<file path="config.mk">
export PLATFORM = sky130hd
export DESIGN_NAME = vram_arbiter
export DESIGN_NICKNAME = d
export VERILOG_FILES = /design/src/rtl/vram_pkg.sv /design/src/rtl/vram_addr_gen.sv /design/src/rtl/vram_arbiter.sv
export SDC_FILE = /design/constraint.sdc
export NUM_CORES = 1
export LEC_CHECK = 0
export CORE_AREA = 2 2 74 76
export CTS_CLUSTER_DIAMETER = 40
export CTS_CLUSTER_SIZE = 20
export DETAILED_ROUTE_END_ITERATION = 8
export DIE_AREA = 0 0 76 78
export DONT_BUFFER_PORTS = 1
export PLACE_DENSITY = 0.73
export REMOVE_ABC_BUFFERS = 1
export SYNTH_ARGS = -nofsm -noshare
export SYNTH_HDL_FRONTEND = slang
export SYNTH_SLANG_ARGS = --single-unit
</file>
<file path="constraint.sdc">
create_clock -name clk -period 1.8 [get_ports clk]
set_clock_uncertainty 0.05 [all_clocks]
set_input_delay 0.36 -clock clk [delete_from_list [all_inputs] [get_ports clk]]
set_output_delay 0.36 -clock clk [all_outputs]
set_load 0.01 [all_outputs]
</file>
<file path="src/rtl/vram_pkg.sv">
// vram_pkg: arbiter state type and default framebuffer geometry.
package vram_pkg;
    typedef enum logic [1:0] {IDLE, FETCH, WRITE} state_t;
    localparam int DEF_FB_W        = 160;
    localparam int DEF_FB_H        = 120;
    localparam int DEF_SCALE_SHIFT = 2;
    localparam int DEF_ADDR_W      = 15;
    localparam int DEF_DATA_W      = 8;
endpackage

</file>
<file path="src/rtl/vram_addr_gen.sv">
// vram_addr_gen: maps a screen pixel to its downscaled framebuffer address.
module vram_addr_gen import vram_pkg::*; #(
    parameter int FB_W        = DEF_FB_W,
    parameter int SCALE_SHIFT = DEF_SCALE_SHIFT,
    parameter int ADDR_W      = DEF_ADDR_W
) (
    input  logic [9:0]        pixel_x,
    input  logic [9:0]        pixel_y,
    output logic [ADDR_W-1:0] addr
);
    assign addr = ADDR_W'(pixel_y >> SCALE_SHIFT) * ADDR_W'(FB_W) + ADDR_W'(pixel_x >> SCALE_SHIFT);
endmodule

</file>
<file path="src/rtl/vram_arbiter.sv">
// vram_arbiter: shares one VRAM port between display fetches and a writer.
// Define VRAM_ARBITER_BLANK_WR_EN to restrict writes to blanking (video_on=0).
module vram_arbiter import vram_pkg::*; #(
    parameter int FB_W        = DEF_FB_W,
    parameter int FB_H        = DEF_FB_H,
    parameter int SCALE_SHIFT = DEF_SCALE_SHIFT,
    parameter int ADDR_W      = DEF_ADDR_W,
    parameter int DATA_W      = DEF_DATA_W
) (
    input  logic              clk,
    input  logic              reset,
    input  logic              p_tick,
    input  logic              video_on,
    input  logic [9:0]        pixel_x,
    input  logic [9:0]        pixel_y,
    input  logic              wr_req,
    input  logic [ADDR_W-1:0] wr_addr,
    input  logic [DATA_W-1:0] wr_data,
    output logic              wr_ack,
    output logic [ADDR_W-1:0] mem_addr,
    output logic              mem_we,
    output logic [DATA_W-1:0] mem_wdata,
    input  logic [DATA_W-1:0] mem_rdata,
    output logic [DATA_W-1:0] pix_data,
    output logic              pix_valid,
    output logic [15:0]       stall_cnt
);
    localparam int unsigned FB_SIZE = FB_W * FB_H;

    state_t            state;
    logic              rd_pend;
    logic              fetch;
    logic              grant;
    logic [ADDR_W-1:0] fetch_addr;

    vram_addr_gen #(.FB_W(FB_W), .SCALE_SHIFT(SCALE_SHIFT), .ADDR_W(ADDR_W)) u_addr_gen (
        .pixel_x(pixel_x),
        .pixel_y(pixel_y),
        .addr(fetch_addr)
    );

    assign fetch = p_tick & video_on;
`ifdef VRAM_ARBITER_BLANK_WR_EN
    assign grant = wr_req & ~fetch & ~video_on;
`else
    assign grant = wr_req & ~fetch;
`endif

    // rd_pend marks the cycle after FETCH, when mem_rdata carries the fetched pixel
    always_ff @(posedge clk or posedge reset) begin
        if (reset) begin
            state     <= IDLE;
            mem_addr  <= '0;
            mem_wdata <= '0;
            mem_we    <= 1'b0;
            wr_ack    <= 1'b0;
            rd_pend   <= 1'b0;
            pix_data  <= '0;
            pix_valid <= 1'b0;
            stall_cnt <= '0;
        end else begin
            state  <= fetch ? FETCH : grant ? WRITE : IDLE;
            mem_we <= grant && (32'(wr_addr) < FB_SIZE);
            wr_ack <= grant;
            if (fetch)
                mem_addr <= fetch_addr;
            else if (grant) begin
                mem_addr  <= wr_addr;
                mem_wdata <= wr_data;
            end
            rd_pend   <= state == FETCH;
            pix_valid <= rd_pend;
            if (rd_pend)
                pix_data <= mem_rdata;
            if (wr_req && !grant && stall_cnt != 16'hFFFF)
                stall_cnt <= stall_cnt + 16'd1;
        end
    end
endmodule

</file>
==> results.cfg <==
[layout]
drive_above_1_share = 0.2746
n_antenna_cell = 0
layout_common_cells = 52 x dfrtp_1, 35 x buf_4, 16 x xnor2_1, 15 x nand2_1, 12 x ha_1
layout_commonest_cell = dfrtp_1
area_delta_synth_final_pct = 18.57
nets = 357
final_cells = 354

[global_route]
grt_pass1_vias = 2046
grt_first_pass_wirelength_um = 9784
grt-ovfl-total = 0
grt_max_degree = 53
antenna_found_initial = 0
grtUsageTotal = 0.2086

[clock_tree]
cts_tree = built
clock_path_buffers = 2
cts_max_level = 2
cts-root-buf = clkbuf_8
clock_latency_ns = 0.31
tritoncts.num_buffers = 5
cts.sinks = 52
clkTransAtPathRegs_ns = 0.09

[route]
ant_nets = 0
vias_per_cell = 5.551
drc = 0
wl_per_cell_um = 16.45
dr_total_vias = 1965
drt-initial-drc-count = 96
drt_first_pass_iters = 4
drt_wl_total_um = 5822

[setup_path]
arrival_ns = 2.06
endpoint_kind = register
critPathLaunchType = input port
crit_path_max_fanout = 3
path_class = input port to register
required_ns = 1.93

[placed_design]
dp.cells = 343
gp_congestion = 0.8072
hpwl_um = 4528
numPortBuffers = 0

[floorplanning]
dieHeight_um = 78
coreArea_mm2 = 0.005042
ios = 106
die_area_mm2 = 0.005928
die_x_um = 76
row_count = 26
start_util = 0.5573

[logic_synthesis]
seq_area_frac_synth = 0.4630
syn-cell-area_mm2 = 0.002810
yosys_warnings = 0
synthArstFlopShare = 1.000
synth_edf_count = 0
synth_top_area_frac = 0.4630
netlist_instances = 247
synth_cell_types = 51
yosys_most_used_dff = dfrtp_1
yosys_register_bits = 52
syn_area_per_cell_um2 = 11.38
synthTopCellsByArea = dfrtp_1 46%, ha_1 7.1%, xnor2_1 5.6%
synth.largest_area_cell = dfrtp_1

[power_and_ir_drop]
peakVddDrop_mv = 0.3899
p_per_area_mw_per_mm2 = 896.5
p_leak_nw = 1.479
total_power_mw = 2.987

[run_status]
status = finished, violations left
violations = negative setup slack

[timing]
rsz0062_at_grt = yes
slew_viol_final = 0
fmax_ghz = 0.5197
finalHoldViolCount = 0
relSlewSlack = 0.7669
tightest_slew_ns = 0.3496
period_share = 1.069
fin_crit_ns = 1.924
setup_slack_ns = -0.1243
finalSetupViolCount = 3

[flow_run]
cap_viol_max_count = 0

[min_path]
min_path_type = input port to register
==> per-stage QoR <==
stage	setup slack (ns)	setup TNS, ns	hold slack, ns	area, um^2	util
after global routing	-0.1778	-0.5926	0.08433	3332	0.6608
after CTS	-0.1163	-0.2743	0.08275	3306	0.6556
final	-0.1243	-0.2812	0.09585	3332	0.6608
after detailed placement	-0.6043	-2.575	0.2720	3138	0.6223
after floorplan	-0.5801	-4.415	0.3885	2775	-
after global placement	-0.5317	-2.309	0.2634	3138	0.6223
==> worst max-delay path, stage by stage <==
cell	delay, ns
ha_4	0.26
ha_4	0.13
inv_2	0.03
fa_2	0.36
and2b_2	0.26
o21ai_2	0.08
xor2_1	0.14
o41ai_1	0.32
a31oi_1	0.12
==> state kept, by name (all words and copies together) (netlist names) <==
signal	flops
mem_addr	15
mem_wdata	8
mem_we	1
pix_data	8
pix_valid	1
rd_pend	1
stall_cnt	16
state	2
==> what timing repair did <==
item	4_1_cts	5_1_grt
setup buffers	0	2
gates resized for setup	10	4
endpoints found under the hold margin	52	0
setup endpoints to repair	4	9
hold buffers	1	0
pin swaps	7	6
==> synthesized netlist by cell type, drive strengths merged (8+ instances only) <==
master / instances
nor2: 9
o21ai: 11
inv: 8
nand2: 15
nor2b: 10
ha: 16
mux2: 17
mux2i: 9
a211oi: 8
dfrtp: 52
xnor2: 18
==> cell families after synthesis <==
family,share of synthesized area
buffers and inverters,0.02315
AO/OA/AOI/OAI,0.1055
flip-flops,0.4630
adder cells (fa/ha/maj),0.08549
XOR/XNOR,0.06856
multiplexers,0.1002
AND/OR/NAND/NOR,0.1541
==> area by class of cell <==
cell class / instances / area [um^2]
well taps: 70 / 87.58
fillers: 415 / 1710
inverters: 8 / 30.03
clock inverters: 3 / 27.53
flip-flops and latches: 52 / 1301
clock buffers: 5 / 68.82
repair buffers: 38 / 304.0
multi-input cells: 178 / 1513
==> where the power goes <==
part           total (mW)  internal [mW]  leakage [nW]  switching, mW
sequential           1.49           1.33         0.647          0.160
clock               0.693          0.286        0.0463          0.407
combinational       0.805          0.422         0.786          0.383
==> metal layers <==
| metal | routed length (um) | GRT usage |
|---|---|---|
| met2 | 3076 | 0.3929 |
| met1 | 2265 | 0.2222 |
| met4 | 108 | 0.07818 |
| met3 | 372 | 0.05814 |
| met5 | 0 | 0 |
==> path summary, 6_finish.rpt <==
path                       slack [ns]                      from                         to  depth (start not counted)
max                             -0.12                pixel_y[5]   mem_addr[13]$_DFFE_PP0P_                          9
min                               0.1               wr_addr[14]           mem_we$_DFF_PP0_                          1
min in group asynchronous        0.51                     reset        pix_valid$_DFF_PP0_                          3
max reg2reg                      0.09  stall_cnt[1]$_DFFE_PP0P_   stall_cnt[1]$_DFFE_PP0P_                          6
max in group asynchronous        0.97                     reset  stall_cnt[15]$_DFFE_PP0P_                          3
min reg2reg                      0.44        state[0]$_DFF_PP0_          rd_pend$_DFF_PP0_                          1
Power figures use the tool's default switching activity.
